### src/rtl/pixel_generator_pkg.sv
// Shared definitions for the pixel generator: default frame geometry,
// register-file size, AXI response code, state enums and the pixel
// assembly helper.
package pixel_generator_pkg;

  localparam int DEFAULT_X_SIZE = 200;
  localparam int DEFAULT_Y_SIZE = 200;

  localparam int NUM_REGS  = 8;
  localparam int REG_IDX_W = 3;

  localparam logic [1:0] RESP_OKAY = 2'b00;

  // Position of a word inside its 3-word / 4-pixel packing group.
  typedef enum logic [1:0] {
    PH_WORD0,
    PH_WORD1,
    PH_WORD2
  } pack_phase_t;

  typedef enum logic [1:0] {
    WR_IDLE,
    WR_ACCEPT,
    WR_RESP
  } write_state_t;

  typedef enum logic [1:0] {
    RD_IDLE,
    RD_ACCEPT,
    RD_DATA
  } read_state_t;

  // A pixel is {R, G, B} with R from x, G from y, B from the blue register.
  function automatic logic [23:0] make_pixel(input logic [7:0] x,
                                             input logic [7:0] y,
                                             input logic [7:0] blue);
    return {x, y, blue};
  endfunction

endpackage

### src/rtl/pixel_generator_regs.sv
// AXI-Lite register block: eight 32-bit read/write registers selected by
// addr[4:2]. One outstanding transaction per channel; a new address is only
// accepted once the previous response has been taken.
//
// Ports:
//   clk, axi_reset         clock, synchronous active-high reset
//   awaddr/awvalid/awready write address channel
//   wdata/wvalid/wready    write data channel
//   bresp/bvalid/bready    write response channel
//   araddr/arvalid/arready read address channel
//   rdata/rresp/rvalid/rready read data channel
//   blue_value             low byte of register 0
module pixel_generator_regs
  import pixel_generator_pkg::*;
(
  input  logic        clk,
  input  logic        axi_reset,
  input  logic [7:0]  awaddr,
  input  logic        awvalid,
  output logic        awready,
  input  logic [31:0] wdata,
  input  logic        wvalid,
  output logic        wready,
  output logic [1:0]  bresp,
  output logic        bvalid,
  input  logic        bready,
  input  logic [7:0]  araddr,
  input  logic        arvalid,
  output logic        arready,
  output logic [31:0] rdata,
  output logic [1:0]  rresp,
  output logic        rvalid,
  input  logic        rready,
  output logic [7:0]  blue_value
);

  write_state_t wr_state, wr_next;
  read_state_t  rd_state, rd_next;

  logic [31:0] regs [NUM_REGS];
  logic [31:0] rdata_q;
  logic        wr_fire;
  logic        rd_fire;
  logic [REG_IDX_W-1:0] wr_idx;
  logic [REG_IDX_W-1:0] rd_idx;

  // Only addr[4:2] selects a register; the remaining bits alias.
  logic unused_addr_bits;
  assign unused_addr_bits = ^{awaddr[7:5], awaddr[1:0], araddr[7:5], araddr[1:0]};

  assign wr_idx  = awaddr[4:2];
  assign rd_idx  = araddr[4:2];
  assign wr_fire = (wr_state == WR_ACCEPT) && awvalid && wvalid;
  assign rd_fire = (rd_state == RD_ACCEPT) && arvalid;

  always_ff @(posedge clk) begin
    if (axi_reset) begin
      wr_state <= WR_IDLE;
      rd_state <= RD_IDLE;
    end else begin
      wr_state <= wr_next;
      rd_state <= rd_next;
    end
  end

  // Ready is raised for one cycle after a request is seen, then the
  // response is held until taken.
  always_comb begin
    wr_next = wr_state;
    case (wr_state)
      WR_IDLE:   if (awvalid && wvalid) wr_next = WR_ACCEPT;
      WR_ACCEPT: wr_next = (awvalid && wvalid) ? WR_RESP : WR_IDLE;
      WR_RESP:   if (bready) wr_next = WR_IDLE;
      default:   wr_next = WR_IDLE;
    endcase
  end

  always_comb begin
    rd_next = rd_state;
    case (rd_state)
      RD_IDLE:   if (arvalid) rd_next = RD_ACCEPT;
      RD_ACCEPT: rd_next = arvalid ? RD_DATA : RD_IDLE;
      RD_DATA:   if (rready) rd_next = RD_IDLE;
      default:   rd_next = RD_IDLE;
    endcase
  end

  always_comb begin
    awready = (wr_state == WR_ACCEPT);
    wready  = (wr_state == WR_ACCEPT);
    bvalid  = (wr_state == WR_RESP);
    bresp   = RESP_OKAY;
    arready = (rd_state == RD_ACCEPT);
    rvalid  = (rd_state == RD_DATA);
    rresp   = RESP_OKAY;
    rdata   = rdata_q;
  end

  always_ff @(posedge clk) begin
    if (axi_reset) begin
      for (int i = 0; i < NUM_REGS; i++) regs[i] <= '0;
    end else if (wr_fire) begin
      regs[wr_idx] <= wdata;
    end
  end

  always_ff @(posedge clk) begin
    if (axi_reset) begin
      rdata_q <= '0;
    end else if (rd_fire) begin
      rdata_q <= regs[rd_idx];
    end
  end

  assign blue_value = regs[0][7:0];

endmodule

### src/rtl/pixel_generator.sv
// Test-pattern video source: emits an AXI-Stream of 24-bit RGB pixels packed
// four pixels into three 32-bit words. R follows x, G follows y, B comes from
// register 0 of the AXI-Lite block, latched once per frame.
//
// Ports:
//   out_stream_aclk, axi_reset   clock, synchronous active-high reset
//   out_stream_*                 AXI-Stream master (tuser = SOF, tlast = EOL)
//   s_axi_lite_*                 AXI-Lite slave for the register block
module pixel_generator
  import pixel_generator_pkg::*;
#(
  parameter int X_SIZE = DEFAULT_X_SIZE,
  parameter int Y_SIZE = DEFAULT_Y_SIZE
) (
  input  logic        out_stream_aclk,
  input  logic        axi_reset,
  output logic [31:0] out_stream_tdata,
  output logic [3:0]  out_stream_tkeep,
  output logic        out_stream_tlast,
  input  logic        out_stream_tready,
  output logic        out_stream_tvalid,
  output logic        out_stream_tuser,
  input  logic [7:0]  s_axi_lite_awaddr,
  input  logic        s_axi_lite_awvalid,
  output logic        s_axi_lite_awready,
  input  logic [31:0] s_axi_lite_wdata,
  input  logic        s_axi_lite_wvalid,
  output logic        s_axi_lite_wready,
  output logic [1:0]  s_axi_lite_bresp,
  output logic        s_axi_lite_bvalid,
  input  logic        s_axi_lite_bready,
  input  logic [7:0]  s_axi_lite_araddr,
  input  logic        s_axi_lite_arvalid,
  output logic        s_axi_lite_arready,
  output logic [31:0] s_axi_lite_rdata,
  output logic [1:0]  s_axi_lite_rresp,
  output logic        s_axi_lite_rvalid,
  input  logic        s_axi_lite_rready
);

  localparam int WPL    = X_SIZE * 3 / 4;
  localparam int WORD_W = (WPL > 1) ? $clog2(WPL) : 1;
  localparam int LINE_W = (Y_SIZE > 1) ? $clog2(Y_SIZE) : 1;
  localparam logic [WORD_W-1:0] LAST_WORD = WORD_W'(WPL - 1);
  localparam logic [LINE_W-1:0] LAST_LINE = LINE_W'(Y_SIZE - 1);

  pack_phase_t phase, phase_next;

  logic [WORD_W-1:0] word_cnt;
  logic [LINE_W-1:0] line_cnt;
  logic [7:0]  x_base;
  logic [7:0]  line_y;
  logic [7:0]  frame_blue;
  logic [7:0]  blue_value;
  logic        valid_q;
  logic        xfer;
  logic        end_of_line;
  logic        end_of_frame;
  logic [23:0] p0, p1, p2, p3;
  logic [31:0] packed_word;

  pixel_generator_regs u_regs (
    .clk        (out_stream_aclk),
    .axi_reset  (axi_reset),
    .awaddr     (s_axi_lite_awaddr),
    .awvalid    (s_axi_lite_awvalid),
    .awready    (s_axi_lite_awready),
    .wdata      (s_axi_lite_wdata),
    .wvalid     (s_axi_lite_wvalid),
    .wready     (s_axi_lite_wready),
    .bresp      (s_axi_lite_bresp),
    .bvalid     (s_axi_lite_bvalid),
    .bready     (s_axi_lite_bready),
    .araddr     (s_axi_lite_araddr),
    .arvalid    (s_axi_lite_arvalid),
    .arready    (s_axi_lite_arready),
    .rdata      (s_axi_lite_rdata),
    .rresp      (s_axi_lite_rresp),
    .rvalid     (s_axi_lite_rvalid),
    .rready     (s_axi_lite_rready),
    .blue_value (blue_value)
  );

  assign xfer         = valid_q && out_stream_tready;
  assign end_of_line  = (word_cnt == LAST_WORD);
  assign end_of_frame = end_of_line && (line_cnt == LAST_LINE);
  assign line_y       = 8'(line_cnt);

  always_ff @(posedge out_stream_aclk) begin
    if (axi_reset) phase <= PH_WORD0;
    else           phase <= phase_next;
  end

  always_comb begin
    phase_next = phase;
    if (xfer) begin
      if (end_of_line) begin
        phase_next = PH_WORD0;
      end else begin
        case (phase)
          PH_WORD0: phase_next = PH_WORD1;
          PH_WORD1: phase_next = PH_WORD2;
          default:  phase_next = PH_WORD0;
        endcase
      end
    end
  end

  // x_base is only the low byte of the group's first x: R carries x[7:0],
  // so wrapping modulo 256 gives the right colour on wide lines.
  assign p0 = make_pixel(x_base,         line_y, frame_blue);
  assign p1 = make_pixel(x_base + 8'd1,  line_y, frame_blue);
  assign p2 = make_pixel(x_base + 8'd2,  line_y, frame_blue);
  assign p3 = make_pixel(x_base + 8'd3,  line_y, frame_blue);

  always_comb begin
    packed_word = '0;
    case (phase)
      PH_WORD0: packed_word = {p1[7:0], p0};
      PH_WORD1: packed_word = {p2[15:0], p1[23:8]};
      PH_WORD2: packed_word = {p3, p2[23:16]};
      default:  packed_word = '0;
    endcase
  end

  // Blue is latched when the last word of a frame leaves, so it is fixed
  // from the first word of the next frame onward and cannot change mid-frame.
  always_ff @(posedge out_stream_aclk) begin
    if (axi_reset) begin
      valid_q    <= 1'b0;
      word_cnt   <= '0;
      line_cnt   <= '0;
      x_base     <= '0;
      frame_blue <= '0;
    end else begin
      valid_q <= 1'b1;
      if (xfer) begin
        if (end_of_line) begin
          word_cnt <= '0;
          x_base   <= '0;
          if (end_of_frame) begin
            line_cnt   <= '0;
            frame_blue <= blue_value;
          end else begin
            line_cnt <= line_cnt + 1'b1;
          end
        end else begin
          word_cnt <= word_cnt + 1'b1;
          if (phase == PH_WORD2) x_base <= x_base + 8'd4;
        end
      end
    end
  end

  assign out_stream_tvalid = valid_q;
  assign out_stream_tdata  = valid_q ? packed_word : 32'h0;
  assign out_stream_tuser  = valid_q && (word_cnt == '0) && (line_cnt == '0);
  assign out_stream_tlast  = valid_q && end_of_line;
  assign out_stream_tkeep  = 4'hF;

endmodule

### config.mk
export PLATFORM = sky130hd
export DESIGN_NAME = pixel_generator
export DESIGN_NICKNAME = d
export VERILOG_FILES = /design/src/rtl/pixel_generator_pkg.sv /design/src/rtl/pixel_generator_regs.sv /design/src/rtl/pixel_generator.sv
export SDC_FILE = /design/constraint.sdc
export NUM_CORES = 1
export LEC_CHECK = 0
export CAP_MARGIN = 20
export CORE_ASPECT_RATIO = 0.8
export CORE_MARGIN = 3
export CORE_UTILIZATION = 50
export CTS_BUF_LIST = sky130_fd_sc_hd__clkbuf_4 sky130_fd_sc_hd__clkbuf_8
export CTS_CLUSTER_DIAMETER = 100
export DETAILED_ROUTE_END_ITERATION = 8
export PLACE_DENSITY_LB_ADDON = 0.25
export SYNTH_ARGS = -nofsm -noshare
export SYNTH_HDL_FRONTEND = slang
export SYNTH_SLANG_ARGS = --single-unit
### constraint.sdc
create_clock -name out_stream_aclk -period 4.93 [get_ports out_stream_aclk]
set_clock_uncertainty 0.15 [all_clocks]
set_input_delay 0.986 -clock out_stream_aclk [delete_from_list [all_inputs] [get_ports out_stream_aclk]]
set_output_delay 0.986 -clock out_stream_aclk [all_outputs]
set_load 0.02 [all_outputs]
# Word-level counts from Yosys, hierarchy flattened
# Memory sizes are Yosys's and may differ from the RTL's. A register that Yosys moved wholly into a read port is not among the register bits.
# Cells that the tools add are included.
# W data, S select, Z words.
[classes]
n_lt_le_gt_ge = 0
mux = 25
n_reduce_logical = 21
addsub = 6
multipliers = 0
n_bitwise = 0
n_div = 0
shifts = 0
n_eq_ne = 12
[op_table]
columns = ["cell", "n"]
rows = [
  ["$pmux W32 S3", 1],
  ["$mux W32", 2],
  ["$mux W8", 4],
  ["$reduce_or A32 Y1", 1],
  ["$add A8 B1 Y8 const B", 3],
  ["$add A8 B2 Y8 const B", 2],
  ["$eq A8 B8 Y1 const B", 2],
  ["$logic_not A8 Y1", 2],
  ["$mux W2", 7],
  ["$pmux W2 S3", 2],
  ["$logic_and A1 B1 Y1", 9],
  ["$add A8 B3 Y8 const B", 1],
  ["$reduce_and A2 Y1", 4],
  ["$mux W1", 7],
  ["$eq A2 B1 Y1 const B", 3],
  ["$eq A2 B2 Y1 const B", 3],
  ["$logic_not A2 Y1", 3],
  ["$ne A2 B1 Y1 const B", 3],
  ["$pmux W2 S2", 1],
  ["$mux W3", 1],
  ["$reduce_and A3 Y1", 1],
  ["$ne A2 B2 Y1 const B", 1],
  ["$reduce_bool A2 Y1", 1],
]
[word_totals]
memories = 1
latchBits = 0
input_bits = 56
reg_bits = 31
ram_bits = 256
romBits = 0
[mem_list]
columns = ["memory", "depth", "word_bits", "rd", "rd_ports_with_merged_regs", "wr", "line_no", "text"]
rows = [
  ["u_regs.regs", 8, 32, 2, 2, 8, "pixel_generator_regs.sv:40", "logic [31:0] regs [NUM_REGS];"],
]

# Depth between registers and ports, before layout
# Gate-level depths: netlist of the first run.
[logic_depth]
word_depth = 8
ltp_mapped = 8
ltp_nobuf = 6

# Cells and area by module
# A second synthesis of the first run with hierarchy kept.
[hier_totals]
hier_cells = 1268
area_unflattened_um2 = 15366.0
[by_module_without_submodules]
columns = ["mod", "seq_area_each_um2", "cells_per_inst", "area_each_um2", "instances"]
rows = [
  ["pixel_generator_regs", 8408.1, 954, 12964.9, 1],
  ["pixel_generator", 660.6, 314, 2401.1, 1],
]

# Least setup slack after synthesis of the first run
# No wires, ideal clock.
[synth_path]
kind = "in2reg"
from = "input axi_reset"
to = "memory u_regs.regs[4][0] (enable)"
slack_ps = 493
arrival_ps = 3822
required_ps = 4314
stages = 4
cell_sequence = "buf_2 -> inv_2 -> nand4b_1 -> o21ai_0"
[synth_lines]
columns = ["item", "line_no", "text"]
rows = [
  ["start: declaration", "pixel_generator.sv:16", "input logic axi_reset,"],
  ["end: declaration", "pixel_generator_regs.sv:40", ""],
]

# Worst setup path in the final report of the first run
[layout_path]
from = "register phase[0]"
to = "output out_stream_tdata[11]"
[layout_between]
elab_chain_cells = 3
word_cells_on_any_way = 5
classes_between = "eq/ne (2); mux (2); reduce/logical (1)"
[layout_lines]
columns = ["item", "line_no", "text"]
rows = [
  ["start: declaration", "pixel_generator.sv:47", "pack_phase_t phase, phase_next;"],
  ["start signal: assignment", "pixel_generator.sv:91", "else phase <= phase_next;"],
  ["$eq A2 B2 Y1, or another cell as far along", "pixel_generator.sv:118", "case (phase)"],
  ["$pmux W32 S3 *", "pixel_generator.sv:118", ""],
  ["$mux W32 *", "pixel_generator.sv:156", "assign out_stream_tdata = valid_q ? packed_word : 32'h0;"],
  ["end: declaration", "pixel_generator.sv:17", "output logic [31:0] out_stream_tdata,"],
]
# Mark *: on every way between the ends. The rest lies on a longest branch, timed or not.

==> results.ini, run 1 <==
[setup_path]
cp_slowest_cell=clkdlybuf4s50_1
worstSetupEndpointType=output pin
worst_path_dominant_cell_family=buffers and inverters
crit_chain=buf_4, nor2b_1, nand2_1, o21ai_0, and2_1, clkdlybuf4s50_1
endpoint=out_stream_tdata[11]
crit_arrival_ns=2.72
r2r_start=u_regs.wr_state[1]$_SDFFE_PP0P_
path_depth=6
timing.critical_path.from=phase[0]$_SDFFE_PP0P_
cp.buffers_inverters=2
r2r_end=u_regs.regs[2][17]$_SDFFCE_PN0P_
cp_max_fo=30
worstSetupPathType=flop to output pin
rrSetupSlack_ns=2.41
crit_path_start_kind=flop
worstPathRequired_ns=3.79
slowest_delay_ns=0.61
ff2ff_path_depth=5

[clocking]
cts_resized=0
h-tree-depth=2
clk_latency_ns=0.58
cts_buffers=50
cts_tree=done
clkSinkCount=325
cts_buffer_depth=3
clk_pin_slew_worst_paths_ns=0.06
hold_buffers=0
clockRootBuffer=clkbuf_8
postCtsSetupBuffers=0

[finish]
area_growth_pct=17.9
drive_gt1_frac=0.162
nNetsFinal=1282
final_area_mm2=0.0173

[placed_design]
numPortBuffers=117
dp_hpwl_um=20800
gp_congestion=0.800
dpl-instance-area_mm2=0.0162

[power]
p_per_area_mw_per_mm2=334
leakagePower_uw=0.00631
p_sw_frac=0.227
seqPwrFrac=0.530
ir_drop_mv=0.190
combPwrFrac=0.071
netSwitchingPower_uw=1310
pwr-share-clk=0.399
internal_power_uw=4460

[global_routing]
grt_pass1_wl_um=54900
grt_pass1_vias=9354
overflow=0
track_usage=0.225
grt_antenna_before_repair=4
grt_max_degree=46

[hold_path]
hold_class=flop to flop

[timing]
setup_viol=0
fmax_ghz=0.260
maxSlewViolCount=0
slew_headroom=0.308
rsz0062_at_grt=false
hold_viol_final=0
period_minus_slack_ns=3.85
max_slew.worst_pin.slew_ns=1.04
fin_setup_tns_ns=0
finalCritPeriodShare=0.781

[route]
drt_iter0_markers=808
num_vias=9138
antenna_left=0
via_per_inst=5.60
drt-total-wl_um=35000
drt_first_pass_iters=5
avgRoutedWirePerCell_um=21.4
drc=0

[logic_synthesis]
synth_area_mm2=0.0147
ys_warn_count=0
syn_inst=1102
synth_cell_type_count=50
ys_ff_latch=325
synth-seq-area-share=0.618
syn_avg_cell_area_um2=13.3

[die]
die_h_um=159
fp-row-count=55
fp.coreArea_mm2=0.0286
io_pins=136
die_w_um=197
initial_core_util=0.514
dieArea_mm2=0.0314

[flow_run]
drv_cap=0

[outcome]
outcome=complete, no violations

## Yosys cell counts (all sizes together)
library cell | n | share of area
and2b | 1 | 0.00051
and4b | 1 | 0.00068
mux2i | 21 | 0.014
xor2 | 8 | 0.0048
clkbuf | 49 | 0.013
ha | 6 | 0.0051
conb | 2 | 0.00051
nor4b | 2 | 0.0012
nand3b | 5 | 0.0026
buf | 36 | 0.014
nand4b | 2 | 0.0012
and4 | 3 | 0.0020
or3 | 2 | 0.00085
inv | 11 | 0.0028
or4 | 5 | 0.0026
a22oi | 4 | 0.0020
edfxtp | 256 | 0.52
nor3 | 6 | 0.0031
and2 | 270 | 0.12
o21ai | 63 | 0.021
or2 | 2 | 0.00085
nor2b | 14 | 0.0060
a21o | 1 | 0.00051
and3b | 1 | 0.00060
xnor2 | 2 | 0.0012
a32o | 1 | 0.00068
nor3b | 1 | 0.00051
nor4 | 1 | 0.00043
nand2b | 3 | 0.0013
nand2 | 43 | 0.011
o311a | 3 | 0.0020
nand3 | 10 | 0.0038
and3 | 7 | 0.0030
nand4 | 9 | 0.0038
mux4 | 64 | 0.098
dfxtp | 69 | 0.094
o31ai | 2 | 0.0010
nor2 | 54 | 0.014
o22ai | 32 | 0.014
a21oi | 27 | 0.0092
o32ai | 2 | 0.0012
a211oi | 1 | 0.00051
## through the flow
stage               cells  setup slack (ns)   util  hold slack (ns)  power, uW
floorplan            1108             0.493      -            0.257       3350
global placement     1538              1.31  0.569            0.263       3520
detailed placement   1538              1.28  0.569            0.277       3530
CTS                  1632              1.05  0.605            0.285       5830
global route         1633             0.897  0.605            0.325       5970
finish               1633              1.08  0.605            0.284       5770
## how the worst min path moves through the flow
stage	slack, ns	cells after the start	end	from
finish	0.28	1	u_regs.wr_state[0]$_SDFFE_PP0P_	u_regs.wr_state[1]$_SDFFE_PP0P_
global route	0.32	1	u_regs.wr_state[0]$_SDFFE_PP0P_	u_regs.wr_state[1]$_SDFFE_PP0P_
floorplan	0.26	1	u_regs.wr_state[0]$_SDFFE_PP0P_	u_regs.wr_state[1]$_SDFFE_PP0P_
global placement	0.26	1	u_regs.wr_state[0]$_SDFFE_PP0P_	u_regs.wr_state[1]$_SDFFE_PP0P_
detailed placement	0.28	1	u_regs.wr_state[0]$_SDFFE_PP0P_	u_regs.wr_state[1]$_SDFFE_PP0P_
CTS	0.28	1	u_regs.wr_state[0]$_SDFFE_PP0P_	u_regs.wr_state[1]$_SDFFE_PP0P_
## power by group through the flow
stage / sequential, uW / combinational, uW / clock [uW]
final: 3060 / 409 / 2310
after global placement: 3110 / 409 / 0
after detailed placement: 3120 / 412 / 0
after floorplan: 3130 / 218 / 0
after global routing: 3070 / 441 / 2470
after CTS: 3060 / 414 / 2350
## flip-flops by register name, indices dropped and copies added, names as in the netlist
register / count
phase: 2
line_cnt: 8
word_cnt: 8
frame_blue: 8
u_regs.rdata: 32
x_base: 6
out_stream_tvalid: 1
u_regs.regs: 256
u_regs.rd_state: 2
u_regs.wr_state: 2
## layout by cell type (no fill, tap or decap), drive strengths merged, types with 2 or more instances in the layout
| master | Yosys | layout |
|---|---|---|
| and2 | 270 | 270 |
| edfxtp | 256 | 256 |
| clkdlybuf4s50 | 0 | 115 |
| clkbuf | 49 | 81 |
| dfxtp | 69 | 69 |
| mux4 | 64 | 64 |
| o21ai | 63 | 63 |
| nor2 | 54 | 54 |
| nand2 | 43 | 43 |
| o22ai | 32 | 32 |
| buf | 36 | 30 |
| a21oi | 27 | 27 |
| mux2i | 21 | 21 |
| nor2b | 14 | 14 |
| inv | 11 | 12 |
| clkinv | 0 | 11 |
| nand3 | 10 | 10 |
| nand4 | 9 | 9 |
| xor2 | 8 | 8 |
| conb | 2 | 8 |
| and3 | 7 | 7 |
| ha | 6 | 6 |
| nor3 | 6 | 6 |
| or4 | 5 | 5 |
| nand3b | 5 | 5 |
| a22oi | 4 | 4 |
| nand2b | 3 | 3 |
| o311a | 3 | 3 |
| and4 | 3 | 3 |
| xnor2 | 2 | 2 |
| o32ai | 2 | 2 |
| o31ai | 2 | 2 |
| nor4b | 2 | 2 |
| or3 | 2 | 2 |
| nand4b | 2 | 2 |
| or2 | 2 | 2 |
## per-layer routing
metal / global-route usage / routed length, um
met4: 0.0586 / 629
met3: 0.0398 / 2480
met2: 0.341 / 16000
met5: 0 / 34
met1: 0.340 / 15800
## area by class of cell
class                   count  area, um^2
flip-flops and latches    325        9070
multi-input cells         687        5280
repair buffers            145        1390
fillers                  2231       11300
clock inverters            13        67.6
clock buffers              81         977
well taps                 370         463
inverters                  11        41.3
diodes                      1        2.50
## cells by family (layout without fill, tap and decap cells)
family / count (synthesis) / in the layout / share of synthesized area
flops: 325 / 325 / 0.618
simple gates: 442 / 442 / 0.175
mux: 85 / 85 / 0.113
buf+inv: 96 / 250 / 0.0297
xor+xnor: 10 / 10 / 0.00597
other cells: 2 / 9 / 0.000512
compound gates: 136 / 136 / 0.0524
fa+ha+maj: 6 / 6 / 0.00512
(Power assumes the default switching activity.)
==> run 2, diff against run 1 <==
==> constraint.sdc (replaced) <==
create_clock -name out_stream_aclk -period 3.2 [get_ports out_stream_aclk]
set_clock_uncertainty 0.15 [all_clocks]
set_input_delay 0.64 -clock out_stream_aclk [delete_from_list [all_inputs] [get_ports out_stream_aclk]]
set_output_delay 0.64 -clock out_stream_aclk [all_outputs]
set_load 0.02 [all_outputs]
==> run 2 against run 1 <==
Critical path type unchanged. Final area is 1.7% higher. Register-to-register slack worse by 1.4 ns. Critical endpoint is now out_stream_tdata[1]. Sequential power is 54% higher. Largest cell class unchanged. Non-clock buffer count is 24 higher. Core utilization is 1.0 points higher. Routed wire length is 0.41% higher.
==> results.ini, run 2 (same netlist as run 1, synthesis figures left out) <==
[outcome]
outcome=complete, no violations

[flow_run]
drv_cap=0  ; unchanged

[global_routing]
grt_pass1_wl_um=54900  ; about the same
track_usage=0.226  ; +0.00129
overflow=0  ; unchanged
grt_max_degree=48  ; +4.3%
grt_pass1_vias=9212  ; -1.5%
grt_antenna_before_repair=1  ; -3

[finish]
nNetsFinal=1306  ; +1.9%
area_growth_pct=19.8
drive_gt1_frac=0.179  ; +0.0165
largest_register_ffs=256  ; unchanged
final_area_mm2=0.0176  ; +1.7%
regMostFlops=u_regs.regs
fillers=2204  ; -1.2%
final_common_cell=and2_1
seqCellArea_mm2=0.00907  ; about the same
multi_input_area_mm2=0.00528  ; about the same
mostFrequentLayoutCells=and2_1, edfxtp_1, clkdlybuf4s50_1
utilization=0.615  ; +0.0101

[timing]
hold_viol_final=0  ; unchanged
rsz0062_at_grt=false
maxSlewViolCount=0  ; unchanged
max_slew.worst_pin.slew_ns=0.509  ; -0.530 ns
worst_slack_ns=0.124  ; -0.955 ns
period_minus_slack_ns=3.08
slew_headroom=0.661  ; +0.353
finalCritPeriodShare=0.961
setup_viol=0  ; unchanged
fmax_ghz=0.325

[placed_design]
gp_congestion=0.789  ; -1.4%
numPortBuffers=117  ; unchanged
dp_hpwl_um=21900  ; +5.1%
place_ws_ns=0.408  ; -0.868 ns
dpl-instance-area_mm2=0.0165  ; +1.7%

[route]
antenna_left=0  ; unchanged
drt_iter0_markers=820  ; +1.5%
drc=0  ; unchanged
num_vias=9320  ; +2.0%
drt-total-wl_um=35200  ; +0.41%
via_per_inst=5.62  ; +0.51%
avgRoutedWirePerCell_um=21.2  ; -1.0%
drt_first_pass_iters=5  ; unchanged

[clocking]
clk_pin_slew_worst_paths_ns=0.06  ; about the same
cts_buffer_depth=3  ; unchanged
clockRootBuffer=clkbuf_8
cts_tree=done
h-tree-depth=2  ; unchanged
cts_buffers=50  ; unchanged
clkSinkCount=325  ; unchanged
clk_latency_ns=0.58  ; about the same

[setup_path]
r2r_start=out_stream_tvalid$_DFF_P_
ff2ff_path_depth=5  ; unchanged
cp_slowest_cell=clkdlybuf4s50_1
crit_chain=inv_1, o21ai_0, o311a_1, clkdlybuf4s50_1
rrSetupSlack_ns=1.00  ; -1.41 ns
path_depth=4  ; -2
crit_arrival_ns=2.29  ; -0.43 ns
slowest_delay_ns=0.60  ; about the same
endpoint=out_stream_tdata[1]
timing.critical_path.from=line_cnt[1]$_SDFFE_PP0P_
worst_path_dominant_cell_family=buffers and inverters
worstSetupPathType=flop to output pin
cp_max_fo=6  ; -80%
cp.buffers_inverters=2  ; unchanged
crit_path_start_kind=flop
worstSetupEndpointType=output pin
r2r_end=x_base[6]$_SDFFE_PP0P_
worstPathRequired_ns=2.41  ; -1.38 ns

[hold_path]
hold_class=flop to flop
hold_start=u_regs.wr_state[1]$_SDFFE_PP0P_

[die]
die_w_um=197  ; unchanged
die_h_um=159  ; unchanged
fp.coreArea_mm2=0.0286  ; unchanged
initial_core_util=0.514  ; unchanged
fp-row-count=55  ; unchanged
dieArea_mm2=0.0314  ; unchanged
io_pins=136  ; unchanged

[power]
ir_drop_mv=0.305  ; +60%
p_per_area_mw_per_mm2=503  ; +51%
leakagePower_uw=0.00650  ; +3.0%

==> run 2: cell count changes in the layout (fill, tap and decap cells not counted), sizes merged <==
cell and delta:
buf +24, dlygate4sd2 +1, clkbuf -1, diode +1
dlymetal6s2s +2, clkdlybuf4s50 -3
==> run 2: metrics by stage <==
step                      cells  hold slack [ns]  setup TNS [ns]  total power [uW]
after floorplan            1108            0.257           -7.02              5160
after global placement     1561            0.268               0              5460
after detailed placement   1561            0.274               0              5470
after CTS                  1655            0.284         -0.0106              8930
after global routing       1656            0.314               0              9160
final                      1657            0.276               0              8840
==> run 2: worst min-delay path by stage <==
stage | depth (start not counted) | to
after global routing | 1 | u_regs.wr_state[0]$_SDFFE_PP0P_
after CTS | 1 | u_regs.wr_state[0]$_SDFFE_PP0P_
final | 1 | u_regs.wr_state[0]$_SDFFE_PP0P_
after detailed placement | 1 | u_regs.wr_state[0]$_SDFFE_PP0P_
after floorplan | 1 | u_regs.wr_state[0]$_SDFFE_PP0P_
after global placement | 1 | u_regs.wr_state[0]$_SDFFE_PP0P_
==> run 2: per-layer routing <==
layer	part of all wire	track usage
met5	0	0
met2	0.46	0.349
met1	0.46	0.338
met4	0.018	0.0554
met3	0.066	0.0389
==> run 2: power by group <==
group | switching, uW | total [uW] | internal, uW
registers | 45.9 | 4720 | 4670
logic | 373 | 668 | 294
clock network | 1590 | 3460 | 1860
total | 2010 | 8840 | 6830
==> run 2: area by class of cell <==
class,count,area share
clock buffer,80,0.0534
tap,370,0.0263
inverter,11,0.00256
clock inverter,13,0.00377
antenna,2,0.000285
multi-input combinational,687,0.301
sequential,325,0.516
timing repair buffer,169,0.0969
==> run 2: what timing repair did <==
| item | in CTS | in global routing |
|---|---|---|
| setup buffers | 1 | 0 |
| gates resized for setup | 6 | 7 |
| setup endpoints to repair | 24 | 16 |
| hold buffers | 0 | 0 |
